### src/rtl/img_pkg.sv
// Shared constants, operation encodings and FSM state type for the image frame sequencer.
package img_pkg;

    localparam int WIDTH        = 32;
    localparam int HEIGHT       = 32;
    localparam int TOTAL_PIXELS = WIDTH * HEIGHT;

    typedef enum logic [1:0] {
        OP_PASS     = 2'b00,
        OP_NEGATE   = 2'b01,
        OP_THRESH   = 2'b10,
        OP_PASS_ALT = 2'b11
    } op_mode_e;

    typedef enum logic [1:0] {
        ST_IDLE,
        ST_RUN,
        ST_DRAIN,
        ST_DONE
    } state_e;

    // Per-pixel transform applied just before the destination data register.
    function automatic logic [7:0] pixel_op(input op_mode_e mode, input logic [7:0] thr,
                                            input logic [7:0] p);
        case (mode)
            OP_NEGATE: return 8'd255 - p;
            OP_THRESH: return (p >= thr) ? 8'hFF : 8'h00;
            default:   return p;
        endcase
    endfunction

endpackage

### src/rtl/pixel_fifo.sv
// Small synchronous pixel FIFO with occupancy count and a synchronous clear.
module pixel_fifo #(
    parameter int DEPTH = 4,
    parameter int DW    = 8,
    parameter int CW    = $clog2(DEPTH + 1)
) (
    input  logic          clk,
    input  logic          rst_n,
    input  logic          clr,
    input  logic          push,
    input  logic [DW-1:0] din,
    input  logic          pop,
    output logic [DW-1:0] head,
    output logic [CW-1:0] count,
    output logic          empty,
    output logic          full
);

    localparam int            PW   = (DEPTH > 1) ? $clog2(DEPTH) : 1;
    localparam logic [PW-1:0] LAST = PW'(DEPTH - 1);

    logic [DW-1:0] mem_q [DEPTH];
    logic [PW-1:0] wr_ptr_q;
    logic [PW-1:0] rd_ptr_q;
    logic [CW-1:0] count_q;
    logic          do_push;
    logic          do_pop;

    function automatic logic [PW-1:0] ptr_inc(input logic [PW-1:0] p);
        return (p == LAST) ? '0 : p + 1'b1;
    endfunction

    assign empty   = (count_q == '0);
    assign full    = (count_q == CW'(DEPTH));
    assign count   = count_q;
    assign head    = mem_q[rd_ptr_q];
    assign do_pop  = pop && !empty;
    assign do_push = push && (!full || do_pop);

    // Storage array write.
    // NOTE: the data array has no reset; pointers and count alone say which entries are valid.
    always_ff @(posedge clk) begin
        if (do_push && !clr) begin
            mem_q[wr_ptr_q] <= din;
        end
    end

    // Pointer and occupancy bookkeeping; a simultaneous push and pop leaves the count unchanged.
    // NOTE: state is updated with <= so every register sees the pre-edge values of the others.
    always_ff @(posedge clk or negedge rst_n) begin
        if (!rst_n) begin
            wr_ptr_q <= '0;
            rd_ptr_q <= '0;
            count_q  <= '0;
        end else if (clr) begin
            wr_ptr_q <= '0;
            rd_ptr_q <= '0;
            count_q  <= '0;
        end else begin
            if (do_push) wr_ptr_q <= ptr_inc(wr_ptr_q);
            if (do_pop)  rd_ptr_q <= ptr_inc(rd_ptr_q);
            case ({do_push, do_pop})
                2'b10:   count_q <= count_q + 1'b1;
                2'b01:   count_q <= count_q - 1'b1;
                default: count_q <= count_q;
            endcase
        end
    end

endmodule

### src/rtl/image_frame_sequencer.sv
// Streams one frame from a source BRAM through a pixel operation into a destination BRAM,
// keeping outstanding reads bounded by the pixel FIFO so back-pressure never loses data.
module image_frame_sequencer #(
    parameter int WIDTH      = img_pkg::WIDTH,
    parameter int HEIGHT     = img_pkg::HEIGHT,
    parameter int ADDR_W     = 16,
    parameter int RD_LAT     = 2,
    parameter int FIFO_DEPTH = 4
) (
    input  logic              clk,
    input  logic              rst_n,
    input  logic              start,
    input  logic              abort,
    input  logic [1:0]        op_mode,
    input  logic [7:0]        threshold,
    output logic              src_en,
    output logic [ADDR_W-1:0] src_addr,
    input  logic [7:0]        src_dout,
    input  logic              dst_ready,
    output logic              dst_we,
    output logic [ADDR_W-1:0] dst_addr,
    output logic [7:0]        dst_din,
    output logic              busy,
    output logic              done
);

    import img_pkg::*;

    localparam int                FRAME_PIXELS = WIDTH * HEIGHT;
    localparam logic [ADDR_W-1:0] LAST_ADDR    = ADDR_W'(FRAME_PIXELS - 1);
    localparam int                CNT_W        = $clog2(FIFO_DEPTH + 1);

    state_e            state_q;
    op_mode_e          mode_q;
    logic [7:0]        thr_q;
    logic [ADDR_W-1:0] rd_cnt_q;
    logic [ADDR_W-1:0] wr_cnt_q;
    logic [RD_LAT-1:0] inflight_q;
    logic              src_en_q;
    logic [ADDR_W-1:0] src_addr_q;
    logic              dst_we_q;
    logic [ADDR_W-1:0] dst_addr_q;
    logic [7:0]        dst_din_q;
    logic              done_q;

    logic [7:0]        fifo_head;
    logic [CNT_W-1:0]  fifo_count;
    logic              fifo_empty;
    logic              fifo_full;

    logic              abort_now;
    logic              push_now;
    logic              pop_now;
    logic [RD_LAT-1:0] inflight_d;
    int                occ_d;
    logic              room_d;

    pixel_fifo #(
        .DEPTH (FIFO_DEPTH),
        .DW    (8)
    ) u_fifo (
        .clk   (clk),
        .rst_n (rst_n),
        .clr   (abort_now),
        .push  (push_now),
        .din   (src_dout),
        .pop   (pop_now),
        .head  (fifo_head),
        .count (fifo_count),
        .empty (fifo_empty),
        .full  (fifo_full)
    );

    // Flow control: issue another read only if, after this edge, the FIFO plus reads
    // still in the BRAM pipeline leave a free slot for it.
    // NOTE: every always_comb output gets a value on every path, so no latch is inferred.
    always_comb begin
        abort_now  = abort && (state_q != ST_IDLE);
        push_now   = inflight_q[RD_LAT-1];
        pop_now    = !fifo_empty && dst_ready && !abort_now;
        inflight_d = RD_LAT'({inflight_q, src_en_q});
        occ_d      = int'(fifo_count) + int'(push_now) - int'(pop_now) + $countones(inflight_d);
        room_d     = (occ_d < FIFO_DEPTH);
    end

    // Frame FSM with registered read/write ports and done pulse.
    always_ff @(posedge clk or negedge rst_n) begin
        if (!rst_n) begin
            state_q    <= ST_IDLE;
            mode_q     <= OP_PASS;
            thr_q      <= '0;
            rd_cnt_q   <= '0;
            wr_cnt_q   <= '0;
            inflight_q <= '0;
            src_en_q   <= 1'b0;
            src_addr_q <= '0;
            dst_we_q   <= 1'b0;
            dst_addr_q <= '0;
            dst_din_q  <= '0;
            done_q     <= 1'b0;
        end else begin
            src_en_q   <= 1'b0;
            src_addr_q <= '0;
            dst_we_q   <= 1'b0;
            done_q     <= 1'b0;
            inflight_q <= inflight_d;

            if (pop_now) begin
                dst_we_q   <= 1'b1;
                dst_addr_q <= wr_cnt_q;
                dst_din_q  <= pixel_op(mode_q, thr_q, fifo_head);
                if (wr_cnt_q != LAST_ADDR) wr_cnt_q <= wr_cnt_q + 1'b1;
            end

            if (abort_now) begin
                state_q    <= ST_IDLE;
                inflight_q <= '0;
            end else begin
                unique case (state_q)
                    ST_IDLE: begin
                        if (start) begin
                            state_q  <= ST_RUN;
                            mode_q   <= op_mode_e'(op_mode);
                            thr_q    <= threshold;
                            rd_cnt_q <= '0;
                            wr_cnt_q <= '0;
                        end
                    end
                    ST_RUN: begin
                        if (room_d) begin
                            src_en_q   <= 1'b1;
                            src_addr_q <= rd_cnt_q;
                            if (rd_cnt_q == LAST_ADDR) state_q  <= ST_DRAIN;
                            else                       rd_cnt_q <= rd_cnt_q + 1'b1;
                        end
                    end
                    ST_DRAIN: begin
                        if (pop_now && (wr_cnt_q == LAST_ADDR)) begin
                            state_q <= ST_DONE;
                            done_q  <= 1'b1;
                        end
                    end
                    default: state_q <= ST_IDLE;
                endcase
            end
        end
    end

    assign src_en   = src_en_q;
    assign src_addr = src_addr_q;
    assign dst_we   = dst_we_q;
    assign dst_addr = dst_addr_q;
    assign dst_din  = dst_din_q;
    assign busy     = (state_q != ST_IDLE);
    assign done     = done_q;

endmodule

### config.mk
export PLATFORM = sky130hd
export DESIGN_NAME = image_frame_sequencer
export DESIGN_NICKNAME = d
export VERILOG_FILES = /design/src/rtl/img_pkg.sv /design/src/rtl/pixel_fifo.sv /design/src/rtl/image_frame_sequencer.sv
export SDC_FILE = /design/constraint.sdc
export NUM_CORES = 1
export LEC_CHECK = 0
export CAP_MARGIN = 20
export CORE_MARGIN = 2
export CORE_UTILIZATION = 56
export CTS_CLUSTER_DIAMETER = 30
export CTS_CLUSTER_SIZE = 16
export DETAILED_ROUTE_END_ITERATION = 6
export PLACE_DENSITY = 0.79
export REMOVE_ABC_BUFFERS = 1
export SLEW_MARGIN = 5
export SYNTH_ARGS = -nofsm -noshare
export SYNTH_HDL_FRONTEND = slang
export SYNTH_SLANG_ARGS = --single-unit
### constraint.sdc
create_clock -name clk -period 4.9 [get_ports clk]
set_clock_uncertainty 0.05 [all_clocks]
set_input_delay 0.98 -clock clk [delete_from_list [all_inputs] [get_ports clk]]
set_output_delay 0.98 -clock clk [all_outputs]
set_load 0.05 [all_outputs]
## Word level (Yosys, flattened, before mapping)

Memory sizes are Yosys's and may differ from the RTL's.
Cells that the tools add are included.

- Register bits after elaboration: 96
- Bits in writable memories: 32
- Bits of input ports: 23
- Output and inout port bits: 44
- Word-level logic and storage cells: 108
- Memories kept: 1

- $add $sub $neg: 11
- Magnitude comparators: 2
- Equal/unequal tests: 19
- Mux-type cells: 38
- Bitwise operators: 1
- Reductions and logical operators: 21

Memories:

| name | words | bits a word | rd ports | clocked after Yosys merged registers in | wr ports | line | source |
|---|---|---|---|---|---|---|---|
| u_fifo.mem_q | 4 | 8 | 1 | 0 | 1 | pixel_fifo.sv:22 | `logic [DW-1:0] mem_q [DEPTH];` |

Operators with widths:

| kind | number |
|---|---|
| 16-bit 2-to-1 mux | 11 |
| 16-bit by 1-bit adder with 16-bit output, second input constant | 2 |
| 16-bit by 10-bit equality test with 1-bit output, second input constant | 2 |
| 16-bit one-hot mux with 2 select lines | 1 |
| 2-bit 2-to-1 mux | 12 |
| 16-bit by 10-bit != test with 1-bit output, second input constant | 1 |
| 8-bit one-hot mux with 2 select lines | 1 |
| 3-bit by 2-bit != test with 1-bit output, second input constant | 4 |
| 2-bit equality test, second input constant | 5 |
| 1-bit 2-to-1 mux | 9 |
| 8-bit >= comparator | 1 |
| 8-bit 2-to-1 mux | 1 |
| 2-bit nonzero test | 4 |
| 8-bit subtractor, first input constant | 1 |
| 1-bit logical AND | 7 |
| 5-bit by 3-bit adder with 6-bit output | 1 |
| 2-bit by 1-bit equality test with 1-bit output, second input constant | 3 |
| 6-bit by 4-bit < comparator with 1-bit output, second input constant | 1 |
| 2-bit != test, second input constant | 3 |
| 2-bit one-hot mux with 3 select lines | 1 |
| 3-bit one-hot mux with 2 select lines | 1 |
| 5-bit AND reduction | 1 |
| 4-bit by 1-bit subtractor with 5-bit output | 1 |
| 2-bit by 1-bit adder with 2-bit output, second input constant | 2 |
| other kinds (14) | 16 |

## Logic depth before layout (Yosys ltp)

- Word-level depth: 10
- Mapped depth: 20
- Gate-level depth less buffers: 16

## Modules after synthesis

From an unflattened synthesis, not the netlist that was laid out.

- Cells, all modules: 556
- Area total of the unflattened synthesis: 6099.6 um^2

By module, submodules not included:

| module | times used | cells each | area each (um^2) |
|---|---|---|---|
| image_frame_sequencer | 1 | 449 | 4360.4 |
| pixel_fifo | 1 | 107 | 1739.2 |

## Worst setup path after synthesis

OpenSTA, ideal clock, no wires.

- Path kind: in2reg
- From: input port dst_ready
- To: register rd_cnt_q[9]
- Data arrival time: 4419 ps
- Data required time: 4772 ps
- Setup slack: 353 ps
- Cell stages on the path: 18
- Buffers on the path: 4
- Cells stage by stage: o31ai_2 > nand2b_1 > clkbuf_1 > inv_2 > clkbuf_1 > ha_1 > inv_1 > ha_1 > fa_1 > ha_1 > nand3_1 > and4_1 > o311a_1 > a211oi_2 > buf_4 > buf_6 > o21ai_1 > a21oi_1

- Cells in the longest elaborated chain, start to end: 7

Ends and longest elaborated chain:

| element | line | source |
|---|---|---|
| from (decl) | image_frame_sequencer.sv:19 | `input logic dst_ready,` |
| 1-bit logical AND (2 in a row) | image_frame_sequencer.sv:80 | `pop_now = !fifo_empty && dst_ready && !abort_now;` |
| via pop_now | image_frame_sequencer.sv:53 | `logic pop_now;` |
| 4-bit by 1-bit subtractor with 5-bit output | image_frame_sequencer.sv:82 | `occ_d = int'(fifo_count) + int'(push_now) - int'(pop_now) + $countones(inflight_d);` |
| 5-bit by 3-bit adder with 6-bit output | image_frame_sequencer.sv:82 |  |
| 6-bit by 4-bit < comparator with 1-bit output | image_frame_sequencer.sv:83 | `room_d = (occ_d < FIFO_DEPTH);` |
| 2-bit != test (no line) | -- |  |
| 5-bit AND reduction (no line) | -- |  |
| to (signal assigned) | image_frame_sequencer.sv:134 | `else rd_cnt_q <= rd_cnt_q + 1'b1;` |
| to (decl) | image_frame_sequencer.sv:36 | `logic [ADDR_W-1:0] rd_cnt_q;` |

The timed path passes the listed nets, and every way through them passes these cells.
A chain may end at the register's enable or synchronous reset.

## Worst setup path in the final report

- From: input port dst_ready
- To: register rd_cnt_q[15]

- Cells in the longest elaborated chain, start to end: 7

Ends and longest elaborated chain:

| element | line |
|---|---|
| 1-bit logical AND (2 in a row) | image_frame_sequencer.sv:80 |
| 4-bit by 1-bit subtractor with 5-bit output | image_frame_sequencer.sv:82 |
| 5-bit by 3-bit adder with 6-bit output | image_frame_sequencer.sv:82 |
| 6-bit by 4-bit < comparator with 1-bit output | image_frame_sequencer.sv:83 |
| 2-bit != test (no line) | -- |
| 5-bit AND reduction (no line) | -- |

No other way between the ends.

==> impl_metrics.csv <==
group,metric,value,unit
status,status,"complete, no violations",
critical_path,cp_max_fo,32,
critical_path,crit_chain,"clkdlybuf4s50_1 > o31ai_2 > nand2b_1 > inv_2 > ha_1 > inv_1 > ha_1 > fa_1 > ha_1 > nand3_1 > and4_1 > o311a_1 > a211oi_2 > buf_4 > or4_1 > a21oi_1",
die,core_area,10420,µm²
die,ioPinCount,67,
cells_and_area,seqCellArea,3363,µm²
detailed_routing,first_iter_violations,236,
power,p_leak,3.233,nW
die,num_rows,37,
clocking,cts_tree,"yes",
synth,synth-seq-area-share,55.66,%
cells_and_area,multi_input_area,2439,µm²
power,vdd_ir_drop_max,0.3178,mV
critical_path,endpoint_kind,"register",
job,maxCapViolCount,0,
critical_path,path_class,"in -> reg",
global_route,grt_first_pass_wirelength,20220,µm
critical_path,crit_arrival,4.76,ns
synth,ys_warn_count,0,
critical_path,cp.required,5.29,ns
global_route,grt_max_degree,63,
synth,synth.top_cell.area_share,39.76,%
detailed_routing,vias_per_cell,5.633,
clocking,clockBufferDepth,2,
timing,whs,0.4233,ns
placed_design,dpl.hpwl,8116,µm
clocking,cts_buffers,17,
detailed_routing,wl_per_cell,15.78,µm
clocking,clk_latency,0.53,ns
synth,synth_area,6042,µm²
synth,ys.flop_type,"dfrtp_1",
timing,setup_violations,0,
timing,relSlewSlack,33.66,%
timing,period_share,89.19,%
timing,max_freq,228.8,MHz
power,power_density,560.8,nW/µm²
synth,syn-instance-count,557,
die,die_w,107.9,µm
synth,synthArstFlopShare,75.00,%
die,dieArea,11640,µm²
clocking,cts_hold_buf,0,
cells_and_area,nets,680,
critical_path,cp_slowest_stage_delay,0.58,ns
clocking,htree_levels,4,
synth,synthTopCellsByArea,"dfrtp_1, edfxtp_1, ha_1",
global_route,antenna_found_initial,0,
die,die_y,107.9,µm
clocking,clkTransAtPathRegs,0.06,ns
global_route,track_usage,22.64,%
cells_and_area,n_antenna_cell,0,
detailed_routing,num_vias,4371,
min_path,hold_class,"reg -> reg",
synth,ys_types,56,
clocking,cts_sinks,128,
synth,ys_ff_latch,128,
global_route,overflow,0,
cells_and_area,utilization,71.41,%
cells_and_area,area_growth,23.11,%
die,initial_core_util,58.01,%
critical_path,cp_slowest_cell,"clkdlybuf4s50_1",
global_route,grt_pass1_vias,4296,
cells_and_area,nFillCells,714,
critical_path,worstSetupStartpointType,"input pin",
timing,rsz0062_at_grt,"false",
synth,syn_avg_cell_area,10.85,µm²
detailed_routing,drt_wl_total,12240,µm
synth,yosys.area.top_type,"dfrtp_1",
placed_design,gp_congestion,0.8908,
timing,fin_tns_setup,0,ns
detailed_routing,dr.pass1.iters,5,
placed_design,io_buffers,66,
timing,period_needed,4.370,ns
critical_path,critPathMostFrequentCell,"ha_1",
synth,synth_edf_count,32,
timing,final_max_slew_viol_count,0,
detailed_routing,drc,0,
clocking,postCtsSetupRepairBufs,0,
clocking,post_cts_resized,0,
timing,max_slew.worst_pin.slew,0.9915,ns
detailed_routing,ant_nets,0,
timing,hold_viol,0,
cells_and_area,drive_gt1_share,9.219,%
clocking,cts-root-buf,"clkbuf_8",
[flip-flops by register name, indices dropped and copies added, names as in the netlist, 2 cells and up]
register,count
src_addr,16
state_q,2
u_fifo.mem_q,32
rd_cnt_q,16
mode_q,2
u_fifo.wr_ptr_q,2
dst_addr,16
wr_cnt_q,16
dst_din,8
inflight_q,2
u_fifo.count,3
u_fifo.rd_ptr_q,2
thr_q,8
[power breakdown]
part / total [mW] / internal (mW) / switching, mW
clock network: 1.25 / 0.742 / 0.509
logic: 1.52 / 0.593 / 0.930
registers: 1.40 / 1.25 / 0.143
total: 4.17 / 2.59 / 1.58
[path summary, 6_finish.rpt]
kind                                  from      endpoint  slack, ns  depth (start not counted)
max                              dst_ready  rd_cnt_q[15]       0.53                         16
min                            dst_addr[0]   dst_addr[0]       0.42                          2
max reg2reg                u_fifo.count[1]  rd_cnt_q[15]       0.77                         15
min reg2reg                    dst_addr[0]   dst_addr[0]       0.42                          2
max in group asynchronous            rst_n      thr_q[5]       3.36                          2
min in group asynchronous            rst_n  rd_cnt_q[10]       0.50                          1
[cell usage after synthesis, drive strengths merged, types with 2 or more instances]
master	n
inv	37
nor3	6
nor2	38
nor2b	3
o2111ai	2
nand3	16
o41ai	2
a221oi	8
o21ai	25
o211ai	4
ha	28
dfrtp	96
and4	5
buf	7
or3	13
o31ai	5
and2	22
xor2	9
nand2	92
fa	2
mux4	8
nand4	7
nand2b	4
edfxtp	32
xnor2	4
nor4	2
and3	3
or4	6
a21oi	23
clkbuf	16
mux2i	6
a21o	2
nor3b	3
a22o	8
[cell families after synthesis]
kind of cell,share of synthesized area [%]
flip-flops,55.66
buffers and inverters,3.976
AND/OR/NAND/NOR,17.97
multiplexers,3.976
adder cells (fa/ha/maj),6.461
AO/OA/AOI/OAI,10.06
XOR/XNOR,1.884
[cell usage in the layout, fill, tap and decap left out, types with 21 or more instances in the layout]
| cell type | count |
|---|---|
| a21oi_1 | 22 |
| edfxtp_1 | 32 |
| dfrtp_1 | 96 |
| and2_1 | 22 |
| nand2_1 | 92 |
| clkdlybuf4s50_1 | 65 |
| inv_1 | 36 |
| o21ai_0 | 21 |
| ha_1 | 28 |
| nor2_1 | 38 |
[cell type report]
cell class	instances	area share (%)
Inverter	37	1.867
Multi-Input combinational cell	369	32.78
Timing Repair Buffer	74	9.924
Clock inverter	15	2.355
Clock buffer	17	5.568
Sequential cell	128	45.21
Tap cell	136	2.288
[critical path: cells and delay by family]
family | cells | cell delay (ns)
adder cells (fa/ha/maj) | 4 | 1.13
AND/OR/NAND/NOR | 4 | 1.10
buffers and inverters | 4 | 0.97
AO/OA/AOI/OAI | 4 | 0.57
[per-stage QoR]
step	std cells	power, mW	setup slack, ns	area (µm²)
after floorplan	534	2.433	-0.4449	5941
after CTS	775	4.173	0.5581	7411
after global routing	776	4.417	0.3356	7438
after global placement	743	2.832	0.2422	6822
final	776	4.171	0.5298	7438
after detailed placement	743	2.903	0.05899	6822
[metal layers]
layer	global-route usage, %	part of all wire, %	vias to the layer above
li1	-	-	2101
met1	29.21	45	2157
met2	36.84	49	88
met3	5.145	3.2	25
met4	9.799	2.1	0
met5	0	0	-
Power figures use the tool's default switching activity.
